## src/rtl/pulse_cnt_pkg.sv

```systemverilog
// Shared types and constants for the pulse counter array: frame words,
// window/readout FSM state encodings and the frame length helper.
package pulse_cnt_pkg;

  localparam logic [9:0] HDR0_DEF = 10'h3BE;
  localparam logic [9:0] HDR1_DEF = 10'h2FB;
  localparam logic [9:0] TRL_DEF  = 10'h2BF;

  typedef enum logic [1:0] {
    WIN_IDLE  = 2'd0,
    WIN_COUNT = 2'd1,
    WIN_CLOSE = 2'd2
  } win_state_t;

  typedef enum logic {
    RD_IDLE = 1'b0,
    RD_SEND = 1'b1
  } rd_state_t;

  // Two header words, one word per channel, one trailer word.
  function automatic int frame_len(input int n_ch);
    return n_ch + 3;
  endfunction

endpackage

```

## src/rtl/pulse_counter_array_if.sv

```systemverilog
// Readout stream of the pulse counter array.
// A word transfers on a rising clk50 edge where rd_valid & rd_ready are both
// high; once rd_valid is raised, rd_data/rd_last hold until that transfer.
interface pulse_counter_array_if #(
  parameter int CNT_W = 10
) ();
  logic             rd_valid;
  logic             rd_ready;
  logic [CNT_W-1:0] rd_data;
  logic             rd_last;

  modport master (output rd_valid, output rd_data, output rd_last, input rd_ready);
  modport slave  (input rd_valid, input rd_data, input rd_last, output rd_ready);
endinterface

```

## src/rtl/pulse_cnt_chan.sv

```systemverilog
// One channel: two-flop synchroniser, registered rising-edge detect and a
// saturating edge counter (a source edge reaches the counter 3 cycles later).
module pulse_cnt_chan #(
  parameter int CNT_W = 10
) (
  input  logic             clk50,
  input  logic             rst,
  input  logic             src,
  input  logic             count_en,
  input  logic             cnt_zero,
  output logic [CNT_W-1:0] cnt
);

  logic sync1, sync2, prev, rise_q;

  always_ff @(posedge clk50) begin
    if (rst) begin
      sync1  <= 1'b0;
      sync2  <= 1'b0;
      prev   <= 1'b0;
      rise_q <= 1'b0;
      cnt    <= '0;
    end else begin
      sync1  <= src;
      sync2  <= sync1;
      prev   <= sync2;
      rise_q <= sync2 & ~prev;
      if (cnt_zero)
        cnt <= '0;
      else if (count_en && rise_q && (cnt != '1))
        cnt <= cnt + CNT_W'(1);
    end
  end

endmodule

```

## src/rtl/pulse_counter_array.sv

```systemverilog
// Multi-channel pulse counter: windowed edge counting, snapshot handoff with
// overrun detection and a framed readout stream.
module pulse_counter_array
  import pulse_cnt_pkg::*;
#(
  parameter int               N_CH  = 50,
  parameter int               CNT_W = 10,
  parameter int               WIN_W = 24,
  parameter logic [CNT_W-1:0] HDR0  = CNT_W'(HDR0_DEF),
  parameter logic [CNT_W-1:0] HDR1  = CNT_W'(HDR1_DEF),
  parameter logic [CNT_W-1:0] TRL   = CNT_W'(TRL_DEF)
) (
  input  logic              clk50,
  input  logic              rst,
  input  logic [N_CH-1:0]   inpulse,
  input  logic              stim_pulse,
  input  logic [N_CH-1:0]   stim_mask,
  input  logic              cnt_start,
  input  logic              cnt_clr,
  input  logic              cont_mode,
  input  logic [WIN_W-1:0]  win_len,
  output logic              cnt_busy,
  output logic              cnt_done,
  output logic              overrun,
  pulse_counter_array_if.master rd,
  output win_state_t        win_state_dbg,
  output rd_state_t         rd_state_dbg
);

  localparam int FRAME_LEN = frame_len(N_CH);
  localparam int IDX_W     = $clog2(FRAME_LEN);
  localparam int CH_W      = (N_CH > 1) ? $clog2(N_CH) : 1;
  localparam logic [IDX_W-1:0] LAST_IDX = IDX_W'(FRAME_LEN - 1);

  win_state_t       win_state;
  rd_state_t        rd_state;
  logic [WIN_W-1:0] timer, win_q, eff_len;
  logic [CNT_W-1:0] cnt  [N_CH];
  logic [CNT_W-1:0] snap [N_CH];
  logic             count_en, cnt_zero, take_snap;
  logic [IDX_W-1:0] idx, idx_nxt;
  logic [CH_W-1:0]  ch_sel;
  logic [CNT_W-1:0] nxt_word;
  logic             rd_valid_q, rd_last_q;
  logic [CNT_W-1:0] rd_data_q;

  assign count_en  = (win_state == WIN_COUNT);
  assign cnt_zero  = cnt_clr || (win_state == WIN_CLOSE);
  assign take_snap = (win_state == WIN_CLOSE) && (rd_state == RD_IDLE) && !cnt_clr;
  assign eff_len   = (win_len == '0) ? WIN_W'(1) : win_len;
  assign cnt_busy  = (win_state != WIN_IDLE);

  for (genvar g = 0; g < N_CH; g++) begin : g_chan
    pulse_cnt_chan #(.CNT_W(CNT_W)) u_chan (
      .clk50    (clk50),
      .rst      (rst),
      .src      (inpulse[g] | (stim_pulse & stim_mask[g])),
      .count_en (count_en),
      .cnt_zero (cnt_zero),
      .cnt      (cnt[g])
    );
  end

  // Window FSM; cnt_clr pre-empts everything below rst.
  always_ff @(posedge clk50) begin
    if (rst) begin
      win_state <= WIN_IDLE;
      timer     <= '0;
      win_q     <= '0;
      overrun   <= 1'b0;
      cnt_done  <= 1'b0;
    end else begin
      cnt_done <= take_snap;
      if (cnt_clr) begin
        win_state <= WIN_IDLE;
        timer     <= '0;
        overrun   <= 1'b0;
      end else begin
        case (win_state)
          WIN_IDLE: begin
            if (cnt_start) begin
              win_state <= WIN_COUNT;
              timer     <= '0;
              win_q     <= eff_len;
            end
          end
          WIN_COUNT: begin
            if (timer == win_q - WIN_W'(1)) begin
              win_state <= WIN_CLOSE;
              timer     <= '0;
            end else begin
              timer <= timer + WIN_W'(1);
            end
          end
          WIN_CLOSE: begin
            if (rd_state != RD_IDLE)
              overrun <= 1'b1;
            timer <= '0;
            if (cont_mode) begin
              win_state <= WIN_COUNT;
              win_q     <= eff_len;
            end else begin
              win_state <= WIN_IDLE;
            end
          end
          default: win_state <= WIN_IDLE;
        endcase
      end
    end
  end

  always_ff @(posedge clk50) begin
    if (rst)
      snap <= '{default: '0};
    else if (take_snap)
      snap <= cnt;
  end

  // Next word is prepared from the index it will occupy once the current one is taken.
  assign idx_nxt = idx + IDX_W'(1);
  assign ch_sel  = CH_W'(idx_nxt - IDX_W'(2));

  always_comb begin
    nxt_word = '0;
    if (idx_nxt == IDX_W'(1))
      nxt_word = HDR1;
    else if (idx_nxt == LAST_IDX)
      nxt_word = TRL;
    else
      nxt_word = snap[ch_sel];
  end

  always_ff @(posedge clk50) begin
    if (rst) begin
      rd_state   <= RD_IDLE;
      idx        <= '0;
      rd_valid_q <= 1'b0;
      rd_data_q  <= '0;
      rd_last_q  <= 1'b0;
    end else begin
      case (rd_state)
        RD_IDLE: begin
          if (take_snap) begin
            rd_state   <= RD_SEND;
            idx        <= '0;
            rd_valid_q <= 1'b1;
            rd_data_q  <= HDR0;
            rd_last_q  <= 1'b0;
          end
        end
        RD_SEND: begin
          if (rd.rd_ready) begin
            if (rd_last_q) begin
              rd_state   <= RD_IDLE;
              idx        <= '0;
              rd_valid_q <= 1'b0;
              rd_data_q  <= '0;
              rd_last_q  <= 1'b0;
            end else begin
              idx       <= idx_nxt;
              rd_data_q <= nxt_word;
              rd_last_q <= (idx_nxt == LAST_IDX);
            end
          end
        end
        default: rd_state <= RD_IDLE;
      endcase
    end
  end

  assign rd.rd_valid    = rd_valid_q;
  assign rd.rd_data     = rd_data_q;
  assign rd.rd_last     = rd_last_q;
  assign win_state_dbg  = win_state;
  assign rd_state_dbg   = rd_state;

endmodule

```

## src/flat_wrapper.sv

```systemverilog
// flat-port wrapper written by rule: the top's interface ports become plain ports
module pulse_counter_array_flat import pulse_cnt_pkg::*;
#(
  parameter int               N_CH  = 50,
  parameter int               CNT_W = 10,
  parameter int               WIN_W = 24,
  parameter logic [CNT_W-1:0] HDR0  = CNT_W'(HDR0_DEF),
  parameter logic [CNT_W-1:0] HDR1  = CNT_W'(HDR1_DEF),
  parameter logic [CNT_W-1:0] TRL   = CNT_W'(TRL_DEF)
)
  (clk50, rst, inpulse, stim_pulse, stim_mask, cnt_start, cnt_clr, cont_mode, win_len, cnt_busy, cnt_done, overrun, win_state_dbg, rd_state_dbg, rd_rd_valid, rd_rd_data, rd_rd_last, rd_rd_ready);
  pulse_counter_array_if #(.CNT_W(CNT_W)) rd_i ();
  input  logic clk50;
  input  logic rst;
  input  logic [N_CH-1:0] inpulse;
  input  logic stim_pulse;
  input  logic [N_CH-1:0] stim_mask;
  input  logic cnt_start;
  input  logic cnt_clr;
  input  logic cont_mode;
  input  logic [WIN_W-1:0] win_len;
  output logic cnt_busy;
  output logic cnt_done;
  output logic overrun;
  output win_state_t win_state_dbg;
  output rd_state_t rd_state_dbg;
  output wire logic [$bits(rd_i.rd_valid)-1:0] rd_rd_valid;
  output wire logic [$bits(rd_i.rd_data)-1:0] rd_rd_data;
  output wire logic [$bits(rd_i.rd_last)-1:0] rd_rd_last;
  input wire logic [$bits(rd_i.rd_ready)-1:0] rd_rd_ready;
  assign rd_rd_valid = rd_i.rd_valid;
  assign rd_rd_data = rd_i.rd_data;
  assign rd_rd_last = rd_i.rd_last;
  assign rd_i.rd_ready = rd_rd_ready;
  pulse_counter_array #(.N_CH(N_CH), .CNT_W(CNT_W), .WIN_W(WIN_W), .HDR0(HDR0), .HDR1(HDR1), .TRL(TRL)) u_core (.clk50(clk50), .rst(rst), .inpulse(inpulse), .stim_pulse(stim_pulse), .stim_mask(stim_mask), .cnt_start(cnt_start), .cnt_clr(cnt_clr), .cont_mode(cont_mode), .win_len(win_len), .cnt_busy(cnt_busy), .cnt_done(cnt_done), .overrun(overrun), .rd(rd_i), .win_state_dbg(win_state_dbg), .rd_state_dbg(rd_state_dbg));
endmodule
```

## config.mk

```make
export PLATFORM = sky130hd
export DESIGN_NAME = pulse_counter_array_flat
export DESIGN_NICKNAME = d
export VERILOG_FILES = /design/src/rtl/pulse_cnt_pkg.sv /design/src/rtl/pulse_counter_array_if.sv /design/src/rtl/pulse_cnt_chan.sv /design/src/rtl/pulse_counter_array.sv /design/src/flat_wrapper.sv
export SDC_FILE = /design/constraint.sdc
export NUM_CORES = 2
export LEC_CHECK = 0
export CORE_AREA = 2 2 311 313
export DETAILED_ROUTE_END_ITERATION = 10
export DIE_AREA = 0 0 313 315
export PLACE_DENSITY = 0.79
export SLEW_MARGIN = 20
export SYNTH_ARGS = -nofsm -noshare
export SYNTH_HDL_FRONTEND = slang
export SYNTH_SLANG_ARGS = --single-unit
```

## constraint.sdc

```tcl
create_clock -name clk50 -period 8.35 [get_ports clk50]
set_clock_uncertainty 0.05 [all_clocks]
set_input_delay 1.67 -clock clk50 [delete_from_list [all_inputs] [get_ports clk50]]
set_output_delay 1.67 -clock clk50 [all_outputs]
set_load 0.005 [all_outputs]
```

* Word level (Yosys, flattened, before mapping) *
Cells that the tools add are included.

storage, ports and cells
  flip-flop bits (word level) = 1271
  bits in latches = 0
  bits in writable memories = 0
  bits in read-only memories = 0
  input port bits = 131
  output and inout port bits = 18
  logic and storage cells = 782
  memories = 0

cells by class
  add/subtract/negate cells = 54
  multiply operators = 0
  div/mod/pow operators = 0
  magnitude comparators = 1
  eq/ne operators = 61
  shift-type cells = 0
  mux-type cells = 36
  bitwise logic cells = 203
  reduce and logical (&&, ||, !) cells = 117

operators by type and width
  cell                   number
  $add 10x1->10 const B  50
  $ne 10x10->1 const B   50
  $mux 24                5
  $logic_and 1x1->1      102
  $and 1x1->1            100
  $pmux 24 s3            1
  $mux 10                7
  $bmux 10 s6            1
  $not 1->1              52
  $or 1x1->1             50
  $pmux 24 s2            1
  $add 24x1->24 const B  1
  $eq 24x24->1           1
  $logic_not 24->1       1
  $sub 24x1->24 const B  1
  $pmux 10 s2            1
  $mux 6                 3
  $pmux 6 s2             1
  $mux 1                 10
  $ne 2x2->1 const B     4
  $reduce_and 2->1       4
  $ge 7x7->1 const B     1
  $not 6->7              1
  $add 6x1->6 const B    1
  other kinds (17)       23

* Logic depth before layout (Yosys ltp) *
  depth in word-level cells = 11
  mapped depth = 21
  mapped depth without buffers = 11

* Hierarchy *
A second synthesis with hierarchy kept.

second synthesis, totals
  cell total of the unflattened synthesis = 6434
  area, all modules = 56158.9 µm²

modules (own cells, without submodules)
  module               instances  cells an instance  area an instance (µm²)  sequential area each (µm²)
  pulse_cnt_chan       50         69                 616.8                   280.3
  pulse_counter_array  1          2984               25316.8                 11431.0

* Worst setup path before layout *
Ideal clock, no wire load.

  path type = reg2reg
  start = reg u_core.idx[0]
  end = reg u_core.rd_data_q[4] (netlist: u_core.rd.rd_data[4])
  library setup time = 0.123 ns
  arrival time = 6.003 ns
  required time = 8.177 ns
  path slack = 2.174 ns
  cell stages (with the launch flop) = 22
  path buffers = 10
  period minus slack after synthesis = 6.176 ns
  path through = dfxtp_1 > buf_2 > clkbuf_1 > buf_1 > clkbuf_1 > inv_1 > ha_1 > clkbuf_1 > clkbuf_1 > buf_1 > clkbuf_1 > inv_1 > ha_1 > xor2_1 > xnor2_1 > buf_2 > buf_2 > mux4_2 > mux2i_1 > nor2_1 > nor4_1 > o21ai_0

on the way
  longest elaborated chain between the ends = 11
  elaborated cells between the ends (all ways) = 13
  classes of those cells = add/sub (2); eq/ne (2); mux (8); bitwise (1)

ends and longest elaborated chain
  what                                        line                        source
  start: declaration                          pulse_counter_array.sv:41   logic [IDX_W-1:0] idx, idx_nxt;
  start signal: assignment                    pulse_counter_array.sv:160  idx <= idx_nxt;
  $add 6x1->6 (*)                             pulse_counter_array.sv:120  assign idx_nxt = idx + IDX_W'(1);
  $sub 6x2->6                                 pulse_counter_array.sv:121  assign ch_sel = CH_W'(idx_nxt - IDX_W'(2));
  $not 6->7 (implied by the code)             pulse_counter_array.sv:130  nxt_word = snap[ch_sel];
  $bmux 10 s6                                 pulse_counter_array.sv:130
  $mux 10 (implied by the code) (2 in a row)  pulse_counter_array.sv:130
  $mux 10                                     pulse_counter_array.sv:127  else if (idx_nxt == LAST_IDX)
  $mux 10 (*)                                 pulse_counter_array.sv:125  if (idx_nxt == IDX_W'(1))
  $mux 10 (*)                                 pulse_counter_array.sv:153  if (rd_last_q) begin
  $mux 10 (*)                                 pulse_counter_array.sv:152  if (rd.rd_ready) begin
  $pmux 10 s2 (*)                             pulse_counter_array.sv:141  case (rd_state)
  end signal: assignment                      pulse_counter_array.sv:161  rd_data_q <= nxt_word;
  end: declaration                            pulse_counter_array.sv:45   logic [CNT_W-1:0] rd_data_q;

Every way passes the cells marked *; elsewhere a longest branch is shown, timed or not. The select of a mux whose other input is x is not followed.
A chain may end at the register's enable or synchronous reset.

* Worst setup path in the final report *
  start = reg u_core.idx[0]
  end = reg u_core.rd_data_q[0] (netlist: u_core.rd.rd_data[0])

The elaborated chain is that of the path after synthesis.

==> impl_metrics.ini <==
[yosys]
synth-seq-area-share_pct = 49.07
avgSynthCellArea_um2 = 8.850
syn-num-nets = 6046
netlist_instances = 5859
synth-main-ff-cell = dfxtp_1
yosysWarningCount = 0
synthArstFlopShare_pct = 0
yosysUniqueCellTypes = 60
mappedNetlistArea_um2 = 51850
ys_ff_latch = 1271
synth_edf_count = 0

[clock_network]
clockRootBuffer = clkbuf_16
cts_hold_buf = 0
cts_buffer_depth = 3
numCtsBuffers = 134
cts_setup_buffers = 0
clk_latency_ns = 0.75
cts.sinks = 1271
cts_resized = 0
clk_pin_slew_ns = 0.06
cts_tree = yes
htreeDepth = 4

[floorplan]
io_pins = 149
die_y_um = 315
core_area_um2 = 95710
rows = 114
die_area_um2 = 98600
die_w_um = 313
start_util_pct = 54.18

[power_and_ir_drop]
worst_ir_drop_vdd_mv = 0.1787
power_leakage_nw = 18.86
power_density_nw_per_um2 = 211.3

[place]
post-dp-hpwl_mm = 78.09
dp_slack_ns = 3.362
io_buffer_count = 148
gp_congestion = 0.8735

[timing]
period_minus_slack_ns = 5.027
finalSetupTns_ns = 0
fmax_ghz = 0.1989
period_share_pct = 60.20
timing.slew.headroom_pct = 17.37
hold_viol = 0
tightest_slew_ns = 1.239
finalMaxSlewViolations = 0
fin_ws_ns = 3.323
rsz0062_at_grt = false
setup_viol = 0

[route]
dr.pass1.iters = 5
drcViolationCount = 0
viasPerCell = 5.701
wl_per_cell_um = 16.79
drt_iter0_markers = 3466
routed_wl_mm = 121.4
ant_nets = 0
dr_total_vias = 41220

[finish]
synthToLayoutAreaGrowth_pct = 12.78
nNetsFinal = 6037
antenna_cells = 0
drive_above_1_share_pct = 6.869
fillCellCount = 7824

[grt]
grt_usage_pct = 24.18
grt_max_degree = 231
grt_pass1_wl_mm = 196.7
overflow = 0
grt_pass1_vias = 38250
antenna_found_initial = 1

[min_path]
holdCritStartpoint = u_core.g_chan[7].u_chan.prev$_SDFF_PP0_
worstHoldEndpoint = u_core.g_chan[7].u_chan.rise_q$_SDFF_PP0_
hp-class = reg -> reg
hold_depth = 1

[worst_setup_path]
regToRegEndpoint = u_core.rd.rd_data[0]$_SDFFE_PP0P_
rr_worst_depth = 10
r2r-start = u_core.idx[0]$_SDFFE_PP0P_
cp_data_arrival_time_ns = 5.61
worstPathRequired_ns = 8.94
ff2ff_setup_slack_ns = 3.32
critPathKind = reg -> reg
cp_max_fo = 48
start_kind = register
endpoint_kind = register

[outcome]
outcome = completed

[flow_run]
maxCapViolations = 0
## cell usage in the layout, fill, tap and decap left out, types with 34 or more instances in the layout
cell type	netlist	routed
nand4_1	124	124
or3_1	113	112
nor4_1	34	34
mux4_2	150	150
ha_1	56	55
nor2b_1	157	156
dfxtp_1	1271	1270
nor3_1	56	55
xnor2_1	183	182
clkdlybuf4s50_1	0	146
nand3_1	211	211
o21ai_0	123	123
clkbuf_16	0	136
a21oi_1	713	713
inv_1	73	73
xor2_1	202	201
nor2_1	540	540
nand2_1	1236	1235
and4_1	48	48
mux2i_1	68	68
## synthesized netlist by cell type (all sizes together), types with 3 or more instances
cell	count	share of area [%]
nor3	56	0.54
ha	56	1.4
nand4b	4	0.068
nand3	211	2.0
a31oi	6	0.072
nor4	34	0.41
o211ai	9	0.13
inv	73	0.53
or3	113	1.4
nor2	540	3.9
o211a	31	0.60
and3	17	0.21
o41ai	3	0.087
and2	6	0.072
o311ai	5	0.084
nand4	124	1.5
dfxtp	1271	49
nand2b	5	0.060
xnor2	183	3.1
o21ai	124	1.2
mux4	150	6.5
o311a	17	0.33
nor3b	16	0.23
clkbuf	297	2.1
a211oi	18	0.26
nand2	1236	8.9
buf	25	0.22
nor2b	157	1.9
xor2	202	3.4
and4	48	0.81
a21oi	713	6.9
or4	8	0.12
or2	5	0.060
mux2i	68	1.3
## critical path: stages, from the launching register on
cell and delay [ns]:
dfxtp_4 0.81, inv_1 0.18, ha_4 0.78, buf_4 0.54
buf_4 0.61, mux4_2 0.42, mux4_2 0.54, mux2i_1 0.25
nor2_1 0.07, or4_1 0.42, a22o_1 0.21
## flip-flops by register name (all words and copies together) (netlist names)
name / cells
u_core.win_state_dbg: 2
u_core.idx: 6
u_core.rd.rd_last: 1
u_core.snap: 500
u_core.g_chan.u_chan.prev: 50
u_core.timer: 24
u_core.rd_state_dbg: 1
u_core.overrun: 1
u_core.g_chan.u_chan.cnt: 500
u_core.rd.rd_valid: 1
u_core.win_q: 24
u_core.rd.rd_data: 10
u_core.g_chan.u_chan.sync1: 50
u_core.cnt_done: 1
u_core.g_chan.u_chan.rise_q: 50
u_core.g_chan.u_chan.sync2: 50
## metal layers
| layer | global-route usage (%) | vias up | share of wire (%) | routed length [µm] |
|---|---|---|---|---|
| met2 | 39.89 | 1164 | 47 | 57320 |
| met5 | 0 | - | 0.011 | 13 |
| met1 | 32.08 | 19790 | 44 | 52840 |
| li1 | - | 20000 | - | - |
| met4 | 8.612 | 2 | 3.0 | 3694 |
| met3 | 4.085 | 265 | 6.2 | 7519 |
## per-stage QoR
step,instances,utilization (%),hold WS (ns),instance area [µm²],total power [mW]
after global placement,6989,56.48,0.3207,54050,6.582
after global routing,7230,61.10,0.3349,58480,12.73
after floorplan,5859,-,0.3174,51850,6.460
final,7230,61.10,0.3269,58480,12.36
after detailed placement,6990,56.49,0.3211,54070,6.590
after CTS,7230,61.10,0.3263,58470,12.44
## worst max path at each step
stage / from / endpoint / slack [ns] / depth (start not counted)
global placement: u_core.idx[0]$_SDFFE_PP0P_ / u_core.rd.rd_data[0]$_SDFFE_PP0P_ / 3.42 / 10
detailed placement: u_core.idx[0]$_SDFFE_PP0P_ / u_core.rd.rd_data[0]$_SDFFE_PP0P_ / 3.36 / 10
CTS: u_core.idx[0]$_SDFFE_PP0P_ / u_core.rd.rd_data[0]$_SDFFE_PP0P_ / 3.37 / 10
floorplan: u_core.idx[0]$_SDFFE_PP0P_ / u_core.rd.rd_data[4]$_SDFFE_PP0P_ / 2.17 / 21
global route: u_core.idx[0]$_SDFFE_PP0P_ / u_core.rd.rd_data[0]$_SDFFE_PP0P_ / 3.09 / 10
finish: u_core.idx[0]$_SDFFE_PP0P_ / u_core.rd.rd_data[0]$_SDFFE_PP0P_ / 3.32 / 10
## power by group
group          switching, mW  internal [mW]  leakage (nW)
logic                  0.195          0.123          6.43
clock network           2.48           3.42          2.15
registers             0.0239           6.11          10.3
## layout make-up
class | instances | area (µm²) | share of cell area (%)
Clock buffer | 192 | 3844 | 6.573
Clock inverter | 48 | 564.3 | 0.9650
Inverter | 73 | 274.0 | 0.4686
Multi-Input combinational cell | 4193 | 24960 | 42.68
Sequential cell | 1271 | 25450 | 43.52
Tap cell | 1276 | 1597 | 2.730
Timing Repair Buffer | 177 | 1794 | 3.068
## logic make-up after synthesis
group	synth area share, %
buf+inv	2.900
mux	7.871
compound gates	9.966
simple gates	22.34
fa+ha+maj	1.351
flops	49.07
xor+xnor	6.503
(Power assumes the default switching activity.)
